**config.mk**
```make
export PLATFORM = sky130hd
export DESIGN_NAME = aes_stream_wrap
export DESIGN_NICKNAME = d
export VERILOG_FILES = /design/src/rtl/aes_stream_wrap.sv
export SDC_FILE = /design/constraint.sdc
export NUM_CORES = 1
export LEC_CHECK = 0
export CORE_ASPECT_RATIO = 1.75
export CORE_MARGIN = 2
export CORE_UTILIZATION = 41
export DETAILED_ROUTE_END_ITERATION = 8
export PLACE_DENSITY_LB_ADDON = 0.25
export SLEW_MARGIN = 10
export SYNTH_ARGS = -nofsm -noshare
export SYNTH_HDL_FRONTEND = slang
export SYNTH_SLANG_ARGS = --single-unit
export TNS_END_PERCENT = 100
```
**constraint.sdc**
```tcl
create_clock -name clk -period 3 [get_ports clk]
set_input_delay 0.45 -clock clk [delete_from_list [all_inputs] [get_ports clk]]
set_output_delay 0.45 -clock clk [all_outputs]
set_load 0.02 [all_outputs]
```
**src/rtl/aes_stream_wrap.sv**
```systemverilog
// Stream front end for an external 128-bit AES core: gathers block and key beats,
// runs the core through a start/done handshake with timeout, and streams the result back.
module aes_stream_wrap #(
  parameter int unsigned IN_W         = 8,
  parameter int unsigned OUT_W        = 16,
  parameter int unsigned CORE_TIMEOUT = 64
) (
  input  logic              clk,
  input  logic              rst_n,
  input  logic              in_valid,
  output logic              in_ready,
  input  logic [IN_W-1:0]   in_data,
  input  logic [IN_W-1:0]   in_key,
  input  logic              mode_in,
  input  logic              key_keep,
  output logic              out_valid,
  input  logic              out_ready,
  output logic [OUT_W-1:0]  out_data,
  output logic              out_last,
  output logic              core_start,
  output logic              core_mode,
  output logic [127:0]      core_data,
  output logic [127:0]      core_key,
  input  logic              core_done,
  input  logic [127:0]      core_result,
  output logic              busy,
  output logic              err
);

  localparam int unsigned InBeats    = 128 / IN_W;
  localparam int unsigned OutBeats   = 128 / OUT_W;
  localparam logic [8:0]  TimeoutLim = 9'(CORE_TIMEOUT);

  typedef enum logic [1:0] {StLoad, StStart, StWait, StUnload} state_e;

  state_e       state_q;
  logic [4:0]   in_cnt_q;
  logic [4:0]   out_cnt_q;
  logic [7:0]   to_cnt_q;
  logic [127:0] data_q;
  logic [127:0] key_q;
  logic [127:0] result_q;
  logic         keep_q;

  logic in_hs;
  logic key_hold;
  logic timeout;

  assign in_hs     = in_valid & in_ready;
  // The first beat governs the key path for the whole block, including itself.
  assign key_hold  = (in_cnt_q == 5'd0) ? key_keep : keep_q;
  // err is registered, so the abort decision is taken one cycle before it shows.
  assign timeout   = ({1'b0, to_cnt_q} + 9'd2) >= TimeoutLim;
  assign out_data  = result_q[127 -: OUT_W];
  assign core_data = data_q;
  assign core_key  = key_q;

  always_ff @(posedge clk) begin
    if (!rst_n) begin
      state_q    <= StLoad;
      in_cnt_q   <= '0;
      out_cnt_q  <= '0;
      to_cnt_q   <= '0;
      data_q     <= '0;
      key_q      <= '0;
      result_q   <= '0;
      keep_q     <= 1'b0;
      core_mode  <= 1'b0;
      in_ready   <= 1'b0;
      out_valid  <= 1'b0;
      out_last   <= 1'b0;
      core_start <= 1'b0;
      err        <= 1'b0;
      busy       <= 1'b0;
    end else begin
      core_start <= 1'b0;
      err        <= 1'b0;
      case (state_q)
        StLoad: begin
          in_ready <= 1'b1;
          if (in_hs) begin
            busy   <= 1'b1;
            data_q <= {data_q[127-IN_W:0], in_data};
            if (!key_hold) begin
              key_q <= {key_q[127-IN_W:0], in_key};
            end
            if (in_cnt_q == 5'd0) begin
              core_mode <= mode_in;
              keep_q    <= key_keep;
            end
            if (in_cnt_q == 5'(InBeats - 1)) begin
              in_cnt_q   <= '0;
              in_ready   <= 1'b0;
              core_start <= 1'b1;
              state_q    <= StStart;
            end else begin
              in_cnt_q <= in_cnt_q + 5'd1;
            end
          end
        end
        StStart: begin
          to_cnt_q <= '0;
          state_q  <= StWait;
        end
        StWait: begin
          to_cnt_q <= to_cnt_q + 8'd1;
          if (core_done) begin
            result_q <= core_result;
            state_q  <= StUnload;
          end else if (timeout) begin
            err      <= 1'b1;
            busy     <= 1'b0;
            in_ready <= 1'b1;
            state_q  <= StLoad;
          end
        end
        StUnload: begin
          // One idle cycle after capture before the first beat is offered.
          if (!out_valid) begin
            out_valid <= 1'b1;
          end else if (out_ready) begin
            result_q <= {result_q[127-OUT_W:0], {OUT_W{1'b0}}};
            if (out_cnt_q == 5'(OutBeats - 1)) begin
              out_cnt_q <= '0;
              out_valid <= 1'b0;
              out_last  <= 1'b0;
              busy      <= 1'b0;
              in_ready  <= 1'b1;
              state_q   <= StLoad;
            end else begin
              out_cnt_q <= out_cnt_q + 5'd1;
              out_last  <= (out_cnt_q + 5'd1) == 5'(OutBeats - 1);
            end
          end
        end
        default: state_q <= StLoad;
      endcase
    end
  end

endmodule
```
## Word-level counts from Yosys, hierarchy flattened

Index checks and enable logic that the tools add are counted.

| word-level totals | value |
|---|---|
| word-level logic and storage cells | 91 |
| bits in registers | 412 |
| input port bits | 151 |

| cells by class | value |
|---|---|
| bitwise operators | 4 |
| reductions and logical operators | 15 |
| add/subtract/negate cells | 4 |
| order comparisons | 1 |
| multiplexer cells | 37 |
| equality and inequality tests | 15 |

Operators with widths:

| cell | number |
|---|---|
| $mux 128 | 3 |
| $pmux 128 s2 | 1 |
| $mux 1 | 20 |
| $ne 2x2->1 const B | 8 |
| $pmux 8 s2 | 1 |
| $mux 2 | 7 |
| $reduce_and 3->1 | 4 |
| $reduce_and 6->1 | 2 |
| $add 5x1->5 const B | 2 |
| $eq 5x3->1 const B | 2 |
| $mux 5 | 2 |
| $add 8x2->9 const B | 1 |
| $ge 9x7->1 const B | 1 |
| $add 8x1->8 const B | 1 |
| $pmux 2 s4 | 1 |
| $reduce_and 7->1 | 1 |
| $pmux 1 s3 | 2 |
| $eq 5x4->1 const B | 1 |
| $logic_not 5->1 | 1 |
| $eq 2x2->1 const B | 2 |
| $reduce_and 4->1 | 1 |
| $reduce_bool 2->1 | 2 |
| $ne 3x3->1 const B | 1 |
| $not 1->1 | 3 |
| other kinds (6) | 6 |

## Depth between registers and ports, before layout

| depth | value |
|---|---|
| depth after elaboration | 5 |
| gate-level depth with buffers | 9 |
| mapped depth without buffers | 7 |

## Least setup slack after synthesis

Ideal clock, no wire load.

| path | value |
|---|---|
| kind | register to register |
| start | reg state_q[0] |
| end | reg result_q[100] |
| library setup time | 116 ps |
| path buffers | 2 |
| arrival time | 1,695 ps |
| setup slack | 1,189 ps |
| data required time | 2,884 ps |
| stages on the path, launching flop included | 10 |
| period minus slack after synthesis | 1,811 ps |
| cell sequence | dfxtp_1 -> inv_1 -> ha_1 -> inv_2 -> nor2_1 -> a211oi_2 -> buf_2 -> buf_2 -> nand2_1 -> o211a_1 |

| between the ends | value |
|---|---|
| cells in the longest elaborated chain, start to end | 3 |
| elaborated cells between the ends (all ways) | 8 |
| classes of those cells | eq/ne (5); mux (1); reduce/logical (2) |

Ends and longest elaborated chain:

| what | RTL line | text |
|---|---|---|
| start, declared | 36 | `state_e state_q;` |
| start signal, assigned | 60 | `state_q <= StLoad;` |
| start signal, assigned | 95 | `state_q <= StStart;` |
| start signal, assigned | 103 | `state_q <= StWait;` |
| $eq 2x2->1 | 78 | `case (state_q)` |
| $ne 2x2->1 (no source line) or $reduce_bool 2->1 (tied branches) | n/a |  |
| $reduce_and 4->1 (no source line) | n/a |  |
| end signal, assigned | 108 | `result_q <= core_result;` |
| end signal, assigned | 122 | `result_q <= {result_q[127-OUT_W:0], {OUT_W{1'b0}}};` |
| end, declared | 42 | `logic [127:0] result_q;` |

Parallel ways exist; a longest one is shown, timed or not.
A chain may end at the register's enable or synchronous reset.

## Worst setup path in the final report

| path | value |
|---|---|
| start | reg state_q[0] |
| end | reg result_q[15] |

Same word-level chain as after synthesis.

==> impl_metrics.ini <==
[yosys]
synth_cell_types = 49
synth-seq-area-share = 0.4892
synth_top_area_share = 0.4892
yosys.area.top_type = dfxtp_1
yosys_warnings = 0
synth_cells = 1859
ys_ff_latch = 412
synthFlopType = dfxtp_1
synth_edf_count = 0
synth.area.top_cells = dfxtp_1, nand2_1, a21boi_0, o211a_1, mux2i_1
syn_nets = 2021
async_reset_ff_frac = 0
synth_area_um2 = 16860
avgSynthCellArea_um2 = 9.069

[global_route]
antenna_found_initial = 1
grt_max_degree = 127
grt_pass1_wl_um = 72520
first_global_vias = 13410
grtUsageTotal = 0.2136
gr-total-overflow = 0

[drt]
drc = 0
postRouteAntennaNets = 0
num_vias = 13830
dr.pass1.iters = 5
routed_via_density = 4.995
dr.first_iter.drc_count = 776
wire_per_inst_um = 17.17
routed_wl_um = 47540

[floorplan]
row_count = 98
die_area_um2 = 42820
boundaryPins = 430
die_w_um = 157.3
die_h_um = 272.3
start_util = 0.4141
core-area_um2 = 40710

[pwr]
vdd_drop_max_v = 0.0003918
leakagePower_nw = 8.791
pwr_density_cell_nw_per_um2 = 489.6

[critical_path]
path_max_fanout = 73
crit_type = flop to flop
cp_data_required_time_ns = 3.46
worst_path_max_delay_cell = dfxtp_1
crit_cells = 9
arrival_ns = 2.78
crit_buf_inv = 4
startpoint_type = flop
crit_chain = inv_1 -> ha_1 -> inv_2 -> nor2_1 -> a211oi_4 -> buf_12 -> buf_12 -> nand3b_1 -> a21boi_0
slowest_delay_ns = 0.46
r2r_cells = 9
timing.reg2reg.setup_slack_ns = 0.68
crit_top_cell = buf_12
critPathCaptureType = flop
critPathTopFamily = buffers and inverters

[cells_and_area]
finish.utilization = 0.5551
stdcell_area_um2 = 22600
areaGrowthSynthToFinish_pct = 34.05
drive_above_1_share = 0.04195
nNetsFinal = 2354

[sta]
fin_skew_ns = 0.01642
finalSetupViolCount = 0
rsz0062_at_grt = false
period_minus_slack_ns = 2.321
fmax_ghz = 0.4308
maxSlewViolCount = 0
slew_headroom = 0.3700
worst_pin_slew_ns = 0.9450
finalHoldViolCount = 0
fin_crit_sh = 0.7738
setup_tns_ns = 0

[clock_tree]
cts_hold_buffers = 0
postCtsResizedCells = 0
cts-root-buf = clkbuf_16
cts.path.max_buffers = 3
cts_tree = yes
clkSinkCount = 412
cts_setup_buffers = 0
htreeDepth = 2
cts.clk_slew.worst_paths_ns = 0.06
clock_latency_ns = 0.53
numCtsBuffers = 40

[run_status]
outcome = finished clean

[hold_path]
hold_path_class = flop to flop
worstHoldPathCells = 2

[place]
post_dp_cell_area_um2 = 21320
dp_hpwl_um = 34150
place_congestion = 0.8025
port_buffers = 429

[flow_run]
maxCapViolations = 0
==> routing by layer <==
| layer | global-route usage | wire, µm | part of all wire |
|---|---|---|---|
| met1 | 0.2185 | 17220 | 0.36 |
| met2 | 0.4124 | 25830 | 0.54 |
| met3 | 0.04025 | 2543 | 0.053 |
| met4 | 0.09258 | 1948 | 0.041 |
| met5 | 0 | 0 | 0 |
==> cells in the final DEF (no fill, tap or decap), types with 8 or more instances in the layout <==
master           instances
nor2_1                  11
dfxtp_1                412
nand3b_1                17
mux2i_1                113
clkbuf_8                 8
a21boi_1               120
clkbuf_1                 9
buf_4                    9
nand3_1                 11
clkdlybuf4s50_1        428
buf_12                  13
nand2_1                660
clkbuf_16               41
ha_1                    10
a21boi_0               156
o211a_1                114
==> layout make-up <==
class | count | area [µm²]
Antenna cell | 1 | 2.502
Multi-Input combinational cell | 1279 | 7730
Inverter | 8 | 30.03
Sequential cell | 412 | 8248
Tap cell | 550 | 688.2
Clock buffer | 58 | 1170
Fill cell | 3782 | 18110
Clock inverter | 9 | 103.9
Timing Repair Buffer | 451 | 4627
==> worst paths after layout <==
check,endpoint,start
worst max-delay path,result_q[15]$_SDFFE_PN0P_,state_q[0]$_SDFFE_PN0P_
worst min-delay path,core_key[124]$_SDFFE_PN0P_,core_key[124]$_SDFFE_PN0P_
worst max register to register,result_q[15]$_SDFFE_PN0P_,state_q[0]$_SDFFE_PN0P_
worst min register to register,core_key[124]$_SDFFE_PN0P_,core_key[124]$_SDFFE_PN0P_
==> registers in the layout (all words and copies together), names as in the netlist <==
name,flops
result_q,128
out_cnt_q,5
out_last,1
keep_q,1
state_q,2
core_start,1
err,1
in_ready,1
out_valid,1
in_cnt_q,5
busy,1
to_cnt_q,8
core_key,128
core_mode,1
core_data,128
==> cells in the mapped netlist (2+ instances only) <==
| cell type | n |
|---|---|
| o221a_2 | 2 |
| xnor2_1 | 4 |
| dfxtp_1 | 412 |
| ha_1 | 11 |
| clkbuf_1 | 76 |
| buf_4 | 17 |
| nor2b_1 | 2 |
| o21ai_0 | 4 |
| buf_1 | 5 |
| o211a_1 | 114 |
| and2_1 | 6 |
| inv_1 | 7 |
| nand4_1 | 2 |
| xor2_1 | 6 |
| buf_2 | 37 |
| nor2_1 | 11 |
| nand3b_1 | 17 |
| a21boi_1 | 120 |
| a21oi_1 | 7 |
| a21boi_0 | 156 |
| nand3_1 | 12 |
| mux2i_1 | 113 |
| and4b_1 | 2 |
| nand2_1 | 661 |
| buf_6 | 25 |
| and3_1 | 7 |
==> kinds of logic after synthesis <==
kind of cell,count (synthesis),share of synthesized area
and+or+nand+nor,729,0.1735
AOI/OAI and AO/OA,416,0.2017
DFF,412,0.4892
buffers and inverters,168,0.05507
muxes,113,0.06709
adders and majority gates,11,0.008164
xor gates and xnor gates,10,0.005195
==> worst register-to-register path, cell delays in order (launching register included) <==
cell      delay (ns)
dfxtp_1         0.46
inv_1           0.12
ha_1            0.31
inv_2           0.12
nor2_1          0.11
a211oi_4        0.26
buf_12          0.26
buf_12          0.32
nand3b_1        0.14
a21boi_0        0.16
==> where the power goes <==
part,switching [mW],leakage (nW),internal (mW)
sequential,0.0153,3.32,5.49
combinational,0.291,4.85,0.311
clock,2.09,0.622,2.87
==> metrics by stage <==
stage / power, mW / hold slack [ns] / instances / worst slack (ns)
2_1_floorplan: 5.933 / 0.4406 / 1859 / 1.189
3_3_place_gp: 6.226 / 0.4410 / 2700 / 0.6700
3_5_place_dp: 6.230 / 0.4440 / 2700 / 0.6480
4_1_cts: 11.22 / 0.4351 / 2767 / 0.6370
5_1_grt: 11.45 / 0.4752 / 2768 / 0.4505
6_report: 11.06 / 0.4515 / 2768 / 0.6786
No activity file was read; power rests on OpenSTA's default activity.
